==> src/rtl/read_gen_pkg.sv <==
// Shared definitions for the tile reader: FSM state encoding, tile pointer
// width and the return-FIFO depth rule.
package read_gen_pkg;

  localparam logic [1:0] ST_IDLE  = 2'd0;
  localparam logic [1:0] ST_ISSUE = 2'd1;
  localparam logic [1:0] ST_DRAIN = 2'd2;
  localparam logic [1:0] ST_DONE  = 2'd3;

  localparam int unsigned TILE_PTR_W = 9;

  // Room for every in-flight word plus one full-throughput beat of slack.
  function automatic int unsigned fifo_depth(input int unsigned read_latency);
    return read_latency + 2;
  endfunction

endpackage

==> src/rtl/read_gen_fifo.sv <==
// Small synchronous FIFO for returned BRAM words; head is combinationally
// visible and forced to zero while empty so the stream data idles at 0.
module read_gen_fifo
  import read_gen_pkg::*;
#(
  parameter int unsigned DEPTH      = fifo_depth(1),
  parameter int unsigned DATA_WIDTH = 32,
  parameter int unsigned CNT_W      = $clog2(DEPTH + 1)
) (
  input  logic                  clk,
  input  logic                  rst,
  input  logic                  push_i,
  input  logic                  pop_i,
  input  logic [DATA_WIDTH-1:0] wdata_i,
  output logic [DATA_WIDTH-1:0] rdata_o,
  output logic                  empty_o,
  output logic [CNT_W-1:0]      count_o
);

  localparam int unsigned PTR_W = (DEPTH > 1) ? $clog2(DEPTH) : 1;

  logic [DATA_WIDTH-1:0] mem_q [DEPTH];
  logic [PTR_W-1:0]      wr_ptr_q, wr_ptr_d;
  logic [PTR_W-1:0]      rd_ptr_q, rd_ptr_d;
  logic [CNT_W-1:0]      count_q, count_d;
  logic                  full;
  logic                  do_push;
  logic                  do_pop;

  function automatic logic [PTR_W-1:0] ptr_inc(input logic [PTR_W-1:0] p);
    return (p == PTR_W'(DEPTH - 1)) ? '0 : p + 1'b1;
  endfunction

  assign empty_o = (count_q == '0);
  assign full    = (count_q == CNT_W'(DEPTH));
  assign do_push = push_i && !full;
  assign do_pop  = pop_i && !empty_o;
  assign count_o = count_q;
  assign rdata_o = empty_o ? '0 : mem_q[rd_ptr_q];

  always_comb begin
    wr_ptr_d = do_push ? ptr_inc(wr_ptr_q) : wr_ptr_q;
    rd_ptr_d = do_pop ? ptr_inc(rd_ptr_q) : rd_ptr_q;
    count_d  = count_q;
    case ({do_push, do_pop})
      2'b10:   count_d = count_q + 1'b1;
      2'b01:   count_d = count_q - 1'b1;
      default: count_d = count_q;
    endcase
  end

  always_ff @(posedge clk) begin
    if (rst) begin
      wr_ptr_q <= '0;
      rd_ptr_q <= '0;
      count_q  <= '0;
    end else begin
      wr_ptr_q <= wr_ptr_d;
      rd_ptr_q <= rd_ptr_d;
      count_q  <= count_d;
    end
  end

  always_ff @(posedge clk) begin
    if (do_push) begin
      mem_q[wr_ptr_q] <= wdata_i;
    end
  end

endmodule

==> src/rtl/read_logic_gen.sv <==
// Tile reader: issues one tile of BRAM reads under credit control and streams
// the returned words out. Define READ_LOGIC_TILE_WRAP_EN to wrap the tile
// pointer at NUM_TILES; otherwise it free-runs modulo 512.
module read_logic_gen
  import read_gen_pkg::*;
#(
  parameter int unsigned NUM_READS_PER_TILE = 2,
  parameter int unsigned ADDR_WIDTH         = 11,
  parameter int unsigned DATA_WIDTH         = 32,
  parameter int unsigned READ_LATENCY       = 1,
  parameter int unsigned NUM_TILES          = 512
) (
  input  logic                  clk,
  input  logic                  rst,
  input  logic                  start_read,
  input  logic                  reset_addr_counter,
  output logic [ADDR_WIDTH-1:0] bram_addr,
  output logic                  bram_en,
  input  logic [DATA_WIDTH-1:0] bram_rdata,
  output logic [DATA_WIDTH-1:0] rd_data,
  output logic                  rd_valid,
  input  logic                  rd_ready,
  output logic                  rd_last,
  output logic                  read_done,
  output logic                  busy
);

  localparam int unsigned DEPTH = fifo_depth(READ_LATENCY);
  localparam int unsigned CNT_W = $clog2(DEPTH + 1);
  localparam int unsigned LAT_W = $clog2(READ_LATENCY + 1);
  localparam int unsigned SUM_W = ((CNT_W > LAT_W) ? CNT_W : LAT_W) + 1;
  localparam int unsigned OFF_W = $clog2(NUM_READS_PER_TILE + 1);

`ifdef READ_LOGIC_TILE_WRAP_EN
  localparam int unsigned TILE_COUNT = NUM_TILES;
`else
  // Free-running pointer: the full 9-bit range whatever NUM_TILES says.
  localparam int unsigned TILE_COUNT = (NUM_TILES > 0) ? (1 << TILE_PTR_W) : (1 << TILE_PTR_W);
`endif
  localparam logic [TILE_PTR_W-1:0] TILE_LAST = TILE_PTR_W'(TILE_COUNT - 1);

  logic [1:0]              state_q, state_d;
  logic [TILE_PTR_W-1:0]   tile_ptr_q, tile_ptr_d;
  logic [ADDR_WIDTH-1:0]   base_q, base_d;
  logic [OFF_W-1:0]        offset_q, offset_d;
  logic [OFF_W-1:0]        beat_cnt_q, beat_cnt_d;
  logic [READ_LATENCY-1:0] vld_sr_q, vld_sr_d;

  logic [CNT_W-1:0]        fifo_count;
  logic                    fifo_empty;
  logic [LAT_W-1:0]        inflight;
  logic [SUM_W-1:0]        occupied;
  logic                    has_credit;
  logic                    beat_xfer;

  read_gen_fifo #(
    .DEPTH      (DEPTH),
    .DATA_WIDTH (DATA_WIDTH),
    .CNT_W      (CNT_W)
  ) u_fifo (
    .clk     (clk),
    .rst     (rst),
    .push_i  (vld_sr_q[READ_LATENCY-1]),
    .pop_i   (beat_xfer),
    .wdata_i (bram_rdata),
    .rdata_o (rd_data),
    .empty_o (fifo_empty),
    .count_o (fifo_count)
  );

  always_comb begin
    inflight = '0;
    for (int i = 0; i < READ_LATENCY; i++) begin
      inflight = inflight + LAT_W'(vld_sr_q[i]);
    end
  end

  // A read may issue only if its word is guaranteed a FIFO slot on return.
  assign occupied   = SUM_W'(fifo_count) + SUM_W'(inflight);
  assign has_credit = (occupied < SUM_W'(DEPTH));

  assign rd_valid  = !fifo_empty;
  assign beat_xfer = rd_valid && rd_ready;
  assign rd_last   = rd_valid && (beat_cnt_q == OFF_W'(NUM_READS_PER_TILE - 1));
  assign bram_addr = base_q + ADDR_WIDTH'(offset_q);

  always_ff @(posedge clk) begin
    if (rst) begin
      state_q <= ST_IDLE;
    end else begin
      state_q <= state_d;
    end
  end

  always_comb begin
    state_d = state_q;
    case (state_q)
      ST_IDLE:  if (start_read) state_d = ST_ISSUE;
      ST_ISSUE: if (bram_en && offset_q == OFF_W'(NUM_READS_PER_TILE - 1)) state_d = ST_DRAIN;
      ST_DRAIN: if (beat_xfer && beat_cnt_q == OFF_W'(NUM_READS_PER_TILE - 1)) state_d = ST_DONE;
      ST_DONE:  state_d = ST_IDLE;
      default:  state_d = ST_IDLE;
    endcase
  end

  always_comb begin
    bram_en   = (state_q == ST_ISSUE) && has_credit;
    read_done = (state_q == ST_DONE);
    busy      = (state_q != ST_IDLE);
  end

  always_comb begin
    tile_ptr_d = tile_ptr_q;
    base_d     = base_q;
    offset_d   = offset_q;
    beat_cnt_d = beat_cnt_q;
    if (state_q == ST_IDLE && start_read) begin
      base_d     = ADDR_WIDTH'(int'(tile_ptr_q) * int'(NUM_READS_PER_TILE));
      offset_d   = '0;
      beat_cnt_d = '0;
    end
    if (bram_en) offset_d = offset_q + 1'b1;
    if (beat_xfer) beat_cnt_d = beat_cnt_q + 1'b1;
    if (state_q == ST_DONE) tile_ptr_d = (tile_ptr_q == TILE_LAST) ? '0 : tile_ptr_q + 1'b1;
    if (reset_addr_counter) tile_ptr_d = '0;
    vld_sr_d = (vld_sr_q << 1) | READ_LATENCY'(bram_en);
  end

  always_ff @(posedge clk) begin
    if (rst) begin
      tile_ptr_q <= '0;
      base_q     <= '0;
      offset_q   <= '0;
      beat_cnt_q <= '0;
      vld_sr_q   <= '0;
    end else begin
      tile_ptr_q <= tile_ptr_d;
      base_q     <= base_d;
      offset_q   <= offset_d;
      beat_cnt_q <= beat_cnt_d;
      vld_sr_q   <= vld_sr_d;
    end
  end

endmodule

==> config.mk <==
export PLATFORM = sky130hd
export DESIGN_NAME = read_logic_gen
export DESIGN_NICKNAME = d
export VERILOG_FILES = /design/src/rtl/read_gen_pkg.sv /design/src/rtl/read_gen_fifo.sv /design/src/rtl/read_logic_gen.sv
export SDC_FILE = /design/constraint.sdc
export NUM_CORES = 1
export LEC_CHECK = 0
export ABC_CLOCK_PERIOD_IN_PS = 4200
export CAP_MARGIN = 5
export CELL_PAD_IN_SITES_DETAIL_PLACEMENT = 1
export CELL_PAD_IN_SITES_GLOBAL_PLACEMENT = 2
export CORE_MARGIN = 10
export CORE_UTILIZATION = 37
export CTS_BUF_LIST = sky130_fd_sc_hd__clkbuf_8
export CTS_CLUSTER_SIZE = 12
export DETAILED_ROUTE_END_ITERATION = 12
export HOLD_SLACK_MARGIN = 0.06
export PLACE_DENSITY_LB_ADDON = 0.1
export SLEW_MARGIN = 25
export SYNTH_ARGS = -nofsm -noshare
export SYNTH_HDL_FRONTEND = slang
export SYNTH_SLANG_ARGS = --single-unit
==> constraint.sdc <==
create_clock -name clk -period 4.2 [get_ports clk]
set_input_delay 0.84 -clock clk [delete_from_list [all_inputs] [get_ports clk]]
set_output_delay 0.84 -clock clk [all_outputs]
set_load 0.02 [all_outputs]
# After elaboration in Yosys (flattened, before gate mapping)
# Memory sizes are Yosys's and may differ from the RTL's. A register that Yosys moved wholly into a read port is not among the register bits.
# Cells that the tools add are included.
# W data, S select, Z words.
dict set report totals {
  mem_count 1
  elab_cells 68
  regBits 31
  mem_bits_rw 96
}
dict set report classes {
  n_mux 16
  add_sub_neg 9
  magnitude_cmp 1
  n_eq_ne 14
  n_reduce_logical 18
}
# memory words word_bits read_ports rd_clocked_by_memory_dff wr line
set mem_list {}
lappend mem_list {u_fifo.mem_q 3 32 1 1 1 read_gen_fifo.sv:22} ;# logic [DATA_WIDTH-1:0] mem_q [DEPTH];
# op n
set op_table {}
lappend op_table {{$mux W32} 1}
lappend op_table {{$mux W2} 10}
lappend op_table {{$eq A2 B2 Y1 const B} 6}
lappend op_table {{$add A10 B2 Y11} 1}
lappend op_table {{$add A2 B1 Y2 const B} 5}
lappend op_table {{$add A9 B1 Y9 const B} 1}
lappend op_table {{$eq A9 B9 Y1 const B} 1}
lappend op_table {{$mux W9} 1}
lappend op_table {{$eq A2 B1 Y1 const B} 4}
lappend op_table {{$logic_and A1 B1 Y1} 8}
lappend op_table {{$pmux W2 S4} 1}
lappend op_table {{$reduce_bool A2 Y1} 4}
lappend op_table {{$ne A2 B2 Y1 const B} 3}
lappend op_table {{$logic_not A2 Y1} 2}
lappend op_table {{$pmux W2 S2} 1}
lappend op_table {{$add A2 B1 Y3} 1}
lappend op_table {{$lt A3 B2 Y1 const B} 1}
lappend op_table {{$reduce_and A3 Y1} 1}
lappend op_table {{$logic_not A1 Y1} 2}
lappend op_table {{$mux W1} 2}
lappend op_table {{$reduce_or A2 Y1} 1}
lappend op_table {{$sub A2 B1 Y2 const B} 1}

# Longest topological paths before layout
# Gate-level depths: netlist (run 1).
dict set report depth {
  depth_word 6
  mapped_depth 7
}

# Hierarchy
# Synthesis (run 1) repeated with hierarchy kept, for this count alone.
dict set report hier_totals {
  cells_unflattened 394
  hier_area_um2 5382.7
}
# module seq_area_each_um2 area_each_um2 instances cells_each
set modules_own_cells {}
lappend modules_own_cells {read_gen_fifo 3042.9 4073.9 1 237}
lappend modules_own_cells {read_logic_gen 500.5 1308.8 1 157}

# Worst setup path before layout (run 1)
# No wires, ideal clock.
dict set report synth_timing {
  path_kind {register to register}
  start {register u_fifo.count_q[0], in the netlist u_fifo.count_o[0]}
  end {memory u_fifo.mem_q[2][0], enable pin}
  stages_incl_launch_ff 4
  setup_slack_ns 0.623
  t_arrival_ns 3.109
  n_path_buf 1
  setup_time_ns 0.468
  cell_sequence {dfxtp_1 > buf_2 > a21bo_2 > nor3b_1}
}
dict set report synth_between {
  elab_chain_len 5
}
# element line
set synth_rtl {}
lappend synth_rtl {{start: declaration} read_gen_fifo.sv:25} ;# logic [CNT_W-1:0] count_q, count_d;
lappend synth_rtl {{start signal: assignment} read_gen_fifo.sv:60} ;# count_q <= count_d;
lappend synth_rtl {{$eq A2 B2 Y1} read_gen_fifo.sv:35} ;# assign full = (count_q == CNT_W'(DEPTH));
lappend synth_rtl {{$logic_not A1 Y1} read_gen_fifo.sv:36} ;# assign do_push = push_i && !full;
lappend synth_rtl {{$logic_and A1 B1 Y1} read_gen_fifo.sv:36}
lappend synth_rtl {{$mux W1} read_gen_fifo.sv:65} ;# if (do_push) begin
lappend synth_rtl {{$mux W1 (not written as such)} read_gen_fifo.sv:66} ;# mem_q[wr_ptr_q] <= wdata_i;
lappend synth_rtl {{end: declaration} read_gen_fifo.sv:22}
# No other way between the ends.

==> results.cfg, run 1 <==
[worst_setup_path]
cp.required_ns = 3.36
crit_path_end = rd_data[29]
rr_worst_depth = 3
regToRegStartpoint = u_fifo.count_o[0]
ff2ff_setup_slack_ns = 2.25
cp-start-kind = register
r2r_end = u_fifo.mem_q[2][17]
critical_path.max_fanout = 40
crit_type = register to output pin
cp-end-kind = output pin
critical_path_arrival_ns = 2.42

[synthesis]
yosys_register_bits = 129
synth_edf_count = 96
syn_inst = 431
synth-seq-area-share_pct = 66.9
synthFlopType = edfxtp_1
syn_nets = 482
synth-warning-count = 0
postSynthAreaPerCell_sq_um = 12.3
synth.distinct_cells = 34
synthesis.area_sq_um = 5300
async_reset_ff_share_pct = 0

[detailed_routing]
wl_microns = 12300
firstDrtPassIters = 6
post_drt_wl_per_cell_microns = 17.3
ant_nets = 0
drc_errors = 0
dr.first_iter.drc_count = 105
vias = 3512
vias_per_cell = 4.93

[die]
rows = 43
dieArea_sq_um = 19500
ioPinCount = 85
dieWidth_microns = 140
start_util_pct = 38.0
die-height_microns = 140
core_sq_um = 13900

[clock_network]
worstSkewPairLatency_ns = 0.43
clock-sinks = 129
cts_max_level = 4
root_buffer = clkbuf_8
cts_tree = done
postCtsHoldBufs = 0
cts_setup_buffers = 0
clkSlewWorstSetupHoldPaths_ns = 0.07
cts_buffer_depth = 2
cts_resized = 0
cts_buffers = 17

[placement]
portBuffers = 84
dp_hpwl_microns = 8460
place.gp.congestion = 0.756

[cells_and_area]
area_growth_pct = 27.4
fillers = 1458
nets = 571
diodes = 0
drive_gt1_share_pct = 8.65

[timing]
worst_pin_slew_ns = 0.882
fin_crit_sh_pct = 77.7
rsz0062_at_grt = false
final.setup_skew_ns = 0.00630
slew_viol_final = 0
tns_ns = 0
hold_ws_ns = 0.463
max_slew_margin_pct = 41.1
min_period_ns = 3.26
finalSetupViolCount = 0
finalHoldViolations = 0
fmax_mhz = 306

[global_routing]
grt_pass1_wl_microns = 20200
grt_pass1_vias = 3913
antenna_found_initial = 0
grt_overflow = 0
track_usage_pct = 12.9
grt_max_degree = 41

[pwr]
powerDensity_nw_per_um2 = 546
p_int_mw = 2.53
p_leak_nw = 2.29
p_seq_share_pct = 41.9
switching_share_pct = 31.3
power_frac_comb_pct = 30.2
ir_worst_vdd_v = 0.000185
netSwitchingPower_mw = 1.16
pwr-share-clk_pct = 27.9

[flow_run]
maxCapViolations = 0

[hold_path]
hp-class = register to register

[status]
status = complete, no violations
sequential cells by signal, indices dropped and copies added, names as in the netlist, named ones only:
register and cells:
state_q 2, vld_sr_q 1, tile_ptr_q 9, base_q 9
offset_q 2, u_fifo.rd_ptr_q 2, u_fifo.count_o 2, beat_cnt_q 2
u_fifo.mem_q 96, u_fifo.wr_ptr_q 2
stage by stage:
| step | std cells | power (mW) | setup slack, ns | area [sq um] | utilization [%] |
|---|---|---|---|---|---|
| after floorplan | 431 | 2.23 | 0.623 | 5300 | - |
| after global placement | 681 | 2.69 | 1.35 | 6360 | 45.6 |
| after detailed placement | 681 | 2.72 | 1.35 | 6360 | 45.7 |
| after CTS | 712 | 3.76 | 0.845 | 6750 | 48.4 |
| after global routing | 712 | 3.91 | 0.741 | 6750 | 48.4 |
| final | 712 | 3.69 | 0.937 | 6750 | 48.4 |
critical path: stages, from the launching register on:
cell	delay [ns]
dfxtp_2	0.62
buf_4	0.46
a21oi_1	0.12
nor2_1	0.14
clkdlybuf4s50_1	0.64
cell families after synthesis:
group                    after synthesis  share of synthesized area, %
flip-flops                           129                          66.9
multiplexers                          36                          6.83
AND/OR/NAND/NOR                      142                          11.4
adder cells (fa/ha/maj)               14                          3.31
XOR/XNOR                              13                          2.15
AO/OA/AOI/OAI                         64                          6.64
buffers and inverters                 33                          2.79
power groups by stage:
stage / clock network (mW) / logic [mW] / registers, mW
floorplan: 0 / 0.686 / 1.54
global placement: 0 / 1.12 / 1.57
detailed placement: 0 / 1.14 / 1.58
CTS: 1.06 / 1.15 / 1.55
global route: 1.12 / 1.24 / 1.56
finish: 1.03 / 1.11 / 1.55
per-layer routing:
metal / wire length [microns] / GRT usage [%]
met1: 5230 / 14.3
met2: 6310 / 22.3
met3: 661 / 4.56
met4: 91 / 4.40
met5: 0 / 0
synth_stat cells, types with 2 or more instances:
master	count	area share (%)
buf_1	5	0.35
ha_1	14	3.3
nand4_1	5	0.59
and2_1	2	0.24
or3_1	3	0.35
clkbuf_1	6	0.43
buf_4	4	0.57
edfxtp_1	96	54
xnor2_1	7	1.2
nand3_1	9	0.85
nor2_1	81	5.7
xor2_1	6	0.99
a21oi_1	54	5.1
o21ai_0	3	0.28
dfxtp_1	33	12
nand2_1	28	2.0
mux2i_1	35	6.6
buf_2	7	0.66
or2_2	3	0.35
inv_1	11	0.78
nor3b_1	2	0.28
nor3_1	5	0.47
how the worst min path moves through the flow:
stage	from	endpoint	depth (start not counted)	slack, ns
floorplan	base_q[1]	base_q[1]	2	0.44
global placement	base_q[1]	base_q[1]	2	0.45
detailed placement	base_q[1]	base_q[1]	2	0.46
CTS	base_q[1]	base_q[1]	2	0.47
global route	beat_cnt_q[0]	beat_cnt_q[0]	2	0.51
finish	base_q[1]	base_q[1]	2	0.46
cell type report:
cell class | count | area [sq um] | area share (%)
inverters | 11 | 41.3 | 0.612
well taps | 180 | 225 | 3.34
clock buffers | 17 | 234 | 3.47
repair buffers | 92 | 926 | 13.7
multi-input cells | 269 | 1620 | 24.1
clock inverters | 14 | 150 | 2.23
flip-flops and latches | 129 | 3550 | 52.6
cells in the final DEF (no fill, tap or decap), types with 2 or more instances in the layout:
cell,n
or2_2,3
and2_1,2
mux2i_1,35
nand4_1,5
nand2_1,28
buf_12,2
edfxtp_1,96
xnor2_1,7
a21oi_1,54
inv_1,13
dfxtp_2,2
o21ai_0,3
clkbuf_8,17
ha_1,14
or3_1,3
clkinvlp_4,3
clkinv_1,3
clkdlybuf4s50_1,84
clkinv_2,2
dfxtp_1,31
xor2_1,6
nand3_1,9
bufinv_16,3
nor2_1,80
buf_4,6
nor3_1,4
(Power assumes the default switching activity.)
==> run 2, diff against run 1 <==
- ABC_CLOCK_PERIOD_IN_PS: 4200 -> 3200
- clock period: 4.2 -> 3.2 ns (I/O delays scaled with it)
==> run 2 against run 1 <==
Power rose by 28%; flip-flop and latch count did not move; register-to-register slack got worse by 0.80 ns; sequential share of layout area rose by 0.14 points; final cell count rose by 0.14%; clock power rose by 17%; routed wire length fell by 2.6%; non-clock buffer count did not move; global-route usage fell by 0.35 points; largest cell class unchanged; highest routed layer unchanged.
==> results.cfg, run 2 (same netlist as run 1, synthesis figures left out) <==
[detailed_routing]
ant_nets = 0
drc_errors = 0
vias = 3477
vias_per_cell = 4.88
dr.first_iter.drc_count = 79
wl_microns = 12000
firstDrtPassIters = 4
post_drt_wl_per_cell_microns = 16.8

[timing]
hold_ws_ns = 0.474
fmax_mhz = 338
finalSetupViolCount = 0
finalHoldViolations = 0
worst_pin_slew_ns = 0.673
min_period_ns = 2.96
slew_viol_final = 0
max_slew_margin_pct = 55.0
fin_crit_sh_pct = 92.5
rsz0062_at_grt = false
final.setup_skew_ns = 0.00691
tns_ns = 0

[cells_and_area]
diodes = 0
nets = 571
reg_top3 = u_fifo.mem_q x96, base_q x9, tile_ptr_q x9
final_util_pct = 48.3
mostFrequentLayoutCell = edfxtp_1
layout_common_cells = 96 x edfxtp_1, 84 x clkdlybuf4s50_1, 80 x nor2_1
fillers = 1440
final_cells = 713
drive_gt1_share_pct = 8.82
regMostFlops = u_fifo.mem_q
area_growth_pct = 27.1
final_cell_area_sq_um = 6730
largest_reg_flops = 96

[placement]
dp_hpwl_microns = 8250
dp_cells = 681
portBuffers = 84
place.gp.congestion = 0.713
placed_area_sq_um = 6390

[die]
ioPinCount = 85
dieArea_sq_um = 19500
dieWidth_microns = 140
core_sq_um = 13900
die-height_microns = 140
start_util_pct = 38.0
rows = 43

[clock_network]
clock-sinks = 129
postCtsHoldBufs = 0
cts_buffer_depth = 2
clkSlewWorstSetupHoldPaths_ns = 0.07
cts_tree = done
cts_max_level = 4
root_buffer = clkbuf_8
cts_buffers = 17
cts_resized = 0
cts_setup_buffers = 0
worstSkewPairLatency_ns = 0.43

[pwr]
ir_worst_vdd_v = 0.000311
pwr-share-clk_pct = 25.7
p_int_mw = 3.20
netSwitchingPower_mw = 1.50
power_frac_comb_pct = 30.9
p_leak_nw = 2.31
switching_share_pct = 31.9
p_seq_share_pct = 43.3
powerDensity_nw_per_um2 = 699

[global_routing]
grt_max_degree = 35
track_usage_pct = 12.5
grt_overflow = 0
antenna_found_initial = 0
grt_pass1_wl_microns = 19600
grt_pass1_vias = 3751

[worst_setup_path]
cp.required_ns = 2.56
cp-start-kind = register
critical_path_arrival_ns = 2.32
critical_path.max_fanout = 12
cp-end-kind = output pin
crit_type = register to output pin

[hold_path]
hp-class = register to register

[flow_run]
maxCapViolations = 0

[status]
status = complete, no violations
==> run 2: changes by cell type in the layout (fill, tap and decap cells not counted), sizes merged <==
| cell | delta |
|---|---|
| clkinvlp | -3 |
| inv | +4 |
| bufinv | -2 |
| clkbuf | +2 |
==> run 2: area by class of cell <==
cell class                      count  area, sq um  area share, %
Timing Repair Buffer               92          938           13.9
Clock inverter                     13         82.6           1.23
Inverter                           11         41.3          0.613
Sequential cell                   129         3550           52.7
Multi-Input combinational cell    269         1640           24.3
Clock buffer                       19          262           3.88
Tap cell                          180          225           3.35
==> run 2: path summary, 6_finish.rpt <==
check | startpoint | end | slack, ns | depth (start not counted)
setup / recovery | register | rd_data[14] | 0.24 | 6
hold / removal | beat_cnt_q[1] | beat_cnt_q[1] | 0.47 | 2
setup reg to reg | u_fifo.count_o[1] | u_fifo.mem_q[1][26] | 1.45 | 5
hold reg to reg | beat_cnt_q[1] | beat_cnt_q[1] | 0.47 | 2
==> run 2: power groups by stage <==
stage	clock network (mW)	logic [mW]	registers, mW
2_1_floorplan	0	0.902	2.02
3_3_place_gp	0	1.46	2.07
3_5_place_dp	0	1.49	2.07
4_1_cts	1.25	1.49	2.04
5_1_grt	1.34	1.61	2.05
6_report	1.21	1.46	2.04
==> run 2: through the flow <==
stage,worst slack (ns),power [mW]
3_5_place_dp,0.592,3.56
4_1_cts,0.100,4.78
2_1_floorplan,0.746,2.92
3_3_place_gp,0.634,3.52
5_1_grt,0.0442,5.00
6_report,0.240,4.70
==> run 2: metal layers <==
layer  share of wire (%)  GRT usage [%]  vias to the layer above
met4                 1.2           4.73                        0
met2                  51           21.4                       66
met5                   0              0                        -
met3                 5.3           4.66                       14
met1                  42           13.9                     1694
li1                    -              -                     1703
==> run 2: worst max-delay path, stage by stage, from the launching register on <==
cell             delay [ns]
dfxtp_2                0.61
buf_12                 0.21
mux2i_1                0.20
nor2_1                 0.05
a21oi_1                0.21
nor2_1                 0.07
clkdlybuf4s50_1        0.54
